[config.mk]
export PLATFORM = sky130hd
export DESIGN_NAME = multicycle_control_fsm
export DESIGN_NICKNAME = d
export VERILOG_FILES = /design/src/rtl/multicycle_control_fsm.sv
export SDC_FILE = /design/constraint.sdc
export NUM_CORES = 1
export LEC_CHECK = 0
export ABC_AREA = 1
export ABC_CLOCK_PERIOD_IN_PS = 2700
export BUFFER_PORTS_ARGS = -buffer_cell sky130_fd_sc_hd__buf_2
export CORE_UTILIZATION = 36
export CTS_CLUSTER_DIAMETER = 120
export DETAILED_ROUTE_END_ITERATION = 6
export PLACE_DENSITY_LB_ADDON = 0.15
export SETUP_SLACK_MARGIN = 0.3
export SYNTH_ARGS = -nofsm -noshare
export SYNTH_HDL_FRONTEND = slang
export SYNTH_SLANG_ARGS = --single-unit
[constraint.sdc]
create_clock -name clk -period 2.7 [get_ports clk]
set_clock_uncertainty 0.05 [all_clocks]
set_input_delay 0.27 -clock clk [delete_from_list [all_inputs] [get_ports clk]]
set_output_delay 0.27 -clock clk [all_outputs]
set_load 0.01 [all_outputs]
[src/rtl/multicycle_control_fsm.sv]
// Multicycle control unit for the RV32I core: sequences fetch, decode, execute,
// memory, writeback, trap and debug-halt states and drives all datapath controls.
module multicycle_control_fsm #(
  parameter int unsigned         ALUOP_W      = 5,
  parameter logic [ALUOP_W-1:0]  ALU_ADD      = '0,
  parameter int unsigned         MEM_LATENCY  = 0,
  parameter bit                  HALT_ON_TRAP = 1'b1
) (
  input  logic               clk,
  input  logic               rst_n,
  input  logic               opcode_load,
  input  logic               opcode_miscmem,
  input  logic               opcode_opimm,
  input  logic               opcode_auipc,
  input  logic               opcode_store,
  input  logic               opcode_op,
  input  logic               opcode_lui,
  input  logic               opcode_branch,
  input  logic               opcode_jalr,
  input  logic               opcode_jal,
  input  logic               opcode_system,
  input  logic               invalid_inst,
  input  logic               ialign,
  input  logic               mem_malign,
  input  logic               mem_fc,
  input  logic [ALUOP_W-1:0] aluop_in,
  input  logic               branch_taken,
  input  logic               mem_ready,
  input  logic               halt_req,
  input  logic               resume_req,
  output logic               write_pc,
  output logic               write_ir,
  output logic               write_rd,
  output logic               mem_read,
  output logic               mem_write,
  output logic [ALUOP_W-1:0] alu_op,
  output logic               addr_sel,
  output logic               rd_sel,
  output logic [1:0]         alu_insel1,
  output logic [1:0]         alu_insel2,
  output logic               trap_valid,
  output logic [2:0]         trap_cause,
  output logic               halted
);

  typedef enum logic [3:0] {
    S_FETCH,
    S_DECODE,
    S_EXECUTE,
    S_JUMP,
    S_MEM,
    S_WB,
    S_TRAP_IALIGN,
    S_TRAP_INVALID,
    S_TRAP_MALIGN,
    S_TRAP_FAULT,
    S_TRAP_SYSTEM,
    S_HALT
  } state_e;

  localparam int unsigned CNT_W = (MEM_LATENCY > 1) ? $clog2(MEM_LATENCY) : 1;
  localparam logic [CNT_W-1:0] CNT_LAST =
    CNT_W'((MEM_LATENCY == 0) ? 0 : MEM_LATENCY - 1);

  state_e           state_q, state_d;
  logic [CNT_W-1:0] cnt_q, cnt_d;
  logic [CNT_W-1:0] cnt_inc;
  logic             first_cycle;
  logic             access_done;
  state_e           trap_next;

  // Counter saturates so a long mem_ready wait never looks like a first cycle again.
  assign cnt_inc     = (cnt_q == '1) ? cnt_q : cnt_q + 1'b1;
  assign first_cycle = (cnt_q == '0);
  assign access_done = (MEM_LATENCY == 0) ? mem_ready : (cnt_q == CNT_LAST);
  assign trap_next   = HALT_ON_TRAP ? S_HALT : S_FETCH;

  always_ff @(posedge clk or negedge rst_n) begin
    if (!rst_n) begin
      state_q <= S_FETCH;
      cnt_q   <= '0;
    end else begin
      state_q <= state_d;
      cnt_q   <= cnt_d;
    end
  end

  always_comb begin
    state_d    = state_q;
    cnt_d      = '0;
    write_pc   = 1'b0;
    write_ir   = 1'b0;
    write_rd   = 1'b0;
    mem_read   = 1'b0;
    mem_write  = 1'b0;
    alu_op     = ALU_ADD;
    addr_sel   = 1'b0;
    rd_sel     = 1'b0;
    alu_insel1 = 2'd0;
    alu_insel2 = 2'd0;
    trap_valid = 1'b0;
    trap_cause = 3'd0;
    halted     = 1'b0;

    unique case (state_q)
      S_FETCH: begin
        if (first_cycle && halt_req) begin
          state_d = S_HALT;
        end else if (first_cycle && ialign) begin
          state_d = S_TRAP_IALIGN;
        end else begin
          mem_read = 1'b1;
          if (access_done) begin
            write_ir   = 1'b1;
            write_pc   = 1'b1;
            alu_insel1 = 2'd1;
            alu_insel2 = 2'd2;
            state_d    = S_DECODE;
          end else begin
            cnt_d = cnt_inc;
          end
        end
      end

      S_DECODE: begin
        state_d = invalid_inst ? S_TRAP_INVALID : S_EXECUTE;
      end

      S_EXECUTE: begin
        state_d = S_FETCH;
        if (opcode_op) begin
          alu_op   = aluop_in;
          write_rd = 1'b1;
        end else if (opcode_opimm) begin
          alu_op     = aluop_in;
          alu_insel2 = 2'd1;
          write_rd   = 1'b1;
        end else if (opcode_lui) begin
          alu_insel1 = 2'd2;
          alu_insel2 = 2'd1;
          write_rd   = 1'b1;
        end else if (opcode_auipc) begin
          alu_insel1 = 2'd3;
          alu_insel2 = 2'd1;
          write_rd   = 1'b1;
        end else if (opcode_jal || opcode_jalr) begin
          alu_insel1 = 2'd1;
          alu_insel2 = 2'd3;
          write_rd   = 1'b1;
          state_d    = S_JUMP;
        end else if (opcode_branch) begin
          alu_op = aluop_in;
          if (branch_taken) state_d = S_JUMP;
        end else if (opcode_load || opcode_store) begin
          alu_insel2 = 2'd1;
          state_d    = S_MEM;
        end else if (opcode_system) begin
          state_d = S_TRAP_SYSTEM;
        end else if (opcode_miscmem) begin
          state_d = S_FETCH;
        end
      end

      S_JUMP: begin
        write_pc   = 1'b1;
        alu_insel1 = opcode_jalr ? 2'd0 : 2'd3;
        alu_insel2 = 2'd1;
        state_d    = S_FETCH;
      end

      S_MEM: begin
        if (first_cycle && mem_malign) begin
          state_d = S_TRAP_MALIGN;
        end else begin
          addr_sel   = 1'b1;
          alu_insel2 = 2'd1;
          // A fault pre-empts completion and suppresses the strobe in the same cycle.
          if (mem_fc) begin
            state_d = S_TRAP_FAULT;
          end else begin
            mem_read  = opcode_load;
            mem_write = opcode_store;
            if (access_done) begin
              state_d = opcode_load ? S_WB : S_FETCH;
            end else begin
              cnt_d = cnt_inc;
            end
          end
        end
      end

      S_WB: begin
        write_rd = 1'b1;
        rd_sel   = 1'b1;
        state_d  = S_FETCH;
      end

      S_TRAP_IALIGN, S_TRAP_INVALID, S_TRAP_MALIGN, S_TRAP_FAULT, S_TRAP_SYSTEM: begin
        trap_valid = 1'b1;
        unique case (state_q)
          S_TRAP_IALIGN:  trap_cause = 3'd0;
          S_TRAP_INVALID: trap_cause = 3'd1;
          S_TRAP_MALIGN:  trap_cause = 3'd2;
          S_TRAP_FAULT:   trap_cause = 3'd3;
          default:        trap_cause = 3'd4;
        endcase
        state_d = trap_next;
      end

      S_HALT: begin
        halted = 1'b1;
        if (resume_req && !halt_req) state_d = S_FETCH;
      end

      default: state_d = S_FETCH;
    endcase

    if (!rst_n) begin
      write_pc   = 1'b0;
      write_ir   = 1'b0;
      write_rd   = 1'b0;
      mem_read   = 1'b0;
      mem_write  = 1'b0;
      alu_op     = '0;
      addr_sel   = 1'b0;
      rd_sel     = 1'b0;
      alu_insel1 = 2'd0;
      alu_insel2 = 2'd0;
      trap_valid = 1'b0;
      trap_cause = 3'd0;
      halted     = 1'b0;
    end
  end

endmodule

==> flow_metrics.env <==
export IMPL_critPathRequiredTime_ns=2.38
export IMPL_ys_ff_latch=5
export IMPL_cts_made_buffers=3
export IMPL_cp_max_fo=15
export IMPL_mostFrequentLayoutCell="buf_2"
export IMPL_antenna_found_initial=0
export IMPL_top_layer="met3"
export IMPL_die_x_um=47.4
export IMPL_drtIter0Drc=15
export IMPL_fin_tns_setup_ns=0
export IMPL_postRouteAntennaNets=0
export IMPL_p_leak_nw=0.606
export IMPL_core_um2=1940
export IMPL_outcome="finished clean"
export IMPL_syn_instance_count=137
export IMPL_ff2ff_path_depth=8
export IMPL_vias=990
export IMPL_slew_viol_final=0
export IMPL_synth_warnings=0
export IMPL_cts_sinks=5
export IMPL_overflow=0
export IMPL_initial_core_util_pct=38.3
export IMPL_clk_pin_slew_worst_paths_ns=0.05
export IMPL_hold_start="mem_fc"
export IMPL_r2r_slack_ns=1.31
export IMPL_firstDrtPassIters=4
export IMPL_grt_pass1_wl_um=3260
export IMPL_endpoint_kind="output pin"
export IMPL_layout_drive_gt1_share_pct=36.6
export IMPL_wl_um=2090
export IMPL_final_net_count=213
export IMPL_cts_tree="yes"
export IMPL_die_area_um2=2250
export IMPL_yosysSeqAreaShare_pct=16.8
export IMPL_clkLatencyLatePin_ns=0.24
export IMPL_hold_class="input port to flop"
export IMPL_met3_length_um=113
export IMPL_slew_headroom_pct=71.9
export IMPL_wl_met2_um=1000
export IMPL_post_route_period_util_pct=77.2
export IMPL_cts_root_buf="clkbuf_4"
export IMPL_fin_ws_ns=0.616
export IMPL_layout_common_cells="45 x buf_2, 30 x nand2_1, 24 x nor2_1, 20 x inv_1, 13 x nand3_1"
export IMPL_grt_max_degree=16
export IMPL_rsz0062_at_grt="false"
export IMPL_io_buffers=45
export IMPL_timing_hold_ws_ns=0.308
export IMPL_area_growth_pct=39.2
export IMPL_synth_nets=163
export IMPL_synth_avg_cell_area_um2=5.42
export IMPL_clock_fmax_mhz=480
export IMPL_hold_viol=0
export IMPL_dp_worst_setup_slack_ns=0.979
export IMPL_synth_distinct_cells=25
export IMPL_num_rows=16
export IMPL_critPathCapture="mem_write"
export IMPL_irDropWorstVdd_uv=326
export IMPL_syn_cell_area_um2=743
export IMPL_remaining_drc_errors=0
export IMPL_r2r_start="state_q[1]$_DFFE_PN0P_"
export IMPL_cp_start_kind="input port"
export IMPL_crit_start="rst_n"
export IMPL_wl_per_cell_um=9.83
export IMPL_worst_slew_pin_slew_ns=0.420
export IMPL_arrival_ns=1.76
export IMPL_grt_usage_pct=19.9
export IMPL_cts_max_path_buffers=2
export IMPL_via_per_inst=4.65
export IMPL_grt_pass1_vias=821
export IMPL_regToRegEndpoint="state_q[0]$_DFFE_PN0P_"
export IMPL_antenna_cells=0
export IMPL_io_pins=47
export IMPL_power_density_nw_per_um2=690
export IMPL_dp_final_hpwl_um=1830
export IMPL_gp_congestion=0.838
export IMPL_die_y_um=47.4
export IMPL_power_mw=0.714
export IMPL_period_needed_ns=2.08
export IMPL_cap_violations=0
export IMPL_postCtsSetupRepairBufs=0
export IMPL_critPathKind="input port to output pin"
export IMPL_drt_met1_wl_um=981
export IMPL_cts_htree_levels=1
export IMPL_setup_violations=0
[per-layer routing]
layer / track usage, % / vias up
met5: 0 / -
met2: 35.6 / 35
met4: 1.71 / 0
li1: - / 534
met3: 2.26 / 0
met1: 26.5 / 421
[cell usage after synthesis (all sizes together)]
cell	instances	share of area, %
or2	1	0.84
o21ai	5	3.4
o22ai	1	0.84
nor3b	2	2.0
inv	24	12
nand2	33	18
nor2	33	21
nand3	14	10
a31oi	1	0.84
nor4	1	0.84
buf	1	0.50
nand4	2	1.7
dfrtp	5	17
a21oi	8	5.9
nor3	4	3.4
nand3b	1	1.0
o21a	1	1.0
[how the worst min path moves through the flow]
stage,to,slack (ns),depth (start not counted)
2_1_floorplan,cnt_q$_DFF_PN0_,-0.08,0
3_3_place_gp,state_q[3]$_DFFE_PN0P_,0.07,1
3_5_place_dp,state_q[1]$_DFFE_PN0P_,0.08,1
4_1_cts,state_q[0]$_DFFE_PN0P_,0.31,4
5_1_grt,state_q[2]$_DFFE_PN0P_,0.33,4
6_report,state_q[2]$_DFFE_PN0P_,0.31,4
[cells by family (layout without fill, tap and decap cells)]
group / count (synthesis) / in the layout / share of synthesized area, %
AOI/OAI and AO/OA: 16 / 16 / 12.0
DFF: 5 / 5 / 16.8
buffers and inverters: 25 / 74 / 12.6
and+or+nand+nor: 91 / 91 / 58.6
[power by group]
part / switching, mW / internal, mW / total, mW
clock network: 0.0314 / 0.0559 / 0.0873
logic: 0.300 / 0.171 / 0.472
registers: 0.0471 / 0.108 / 0.155
[critical path, cell delays in order]
cell and delay, ns:
dlygate4sd3_1 0.52, buf_2 0.22, inv_1 0.24, nor4_1 0.33, buf_2 0.18
[registers in the layout (all words and copies together) (netlist names)]
name and flops:
state_q 4, cnt_q 1
[layout make-up]
type / instances / area, µm²
clock buffers: 4 / 26.3
fillers: 240 / 907
inverters: 24 / 90.1
multi-input cells: 107 / 524
flip-flops and latches: 5 / 125
well taps: 27 / 33.8
repair buffers: 46 / 235
[stage by stage]
stage / instance area (µm²) / std cells / util, %
floorplan: 743 / 137 / -
global placement: 998 / 208 / 51.4
detailed placement: 998 / 208 / 51.4
CTS: 1030 / 213 / 53.3
global route: 1030 / 213 / 53.3
finish: 1030 / 213 / 53.3
[repair_timing]
action,CTS,global route
hold buffers,1,0
gates resized for setup,0,0
hold endpoints to repair,5,0
Power figures use the tool's default switching activity.
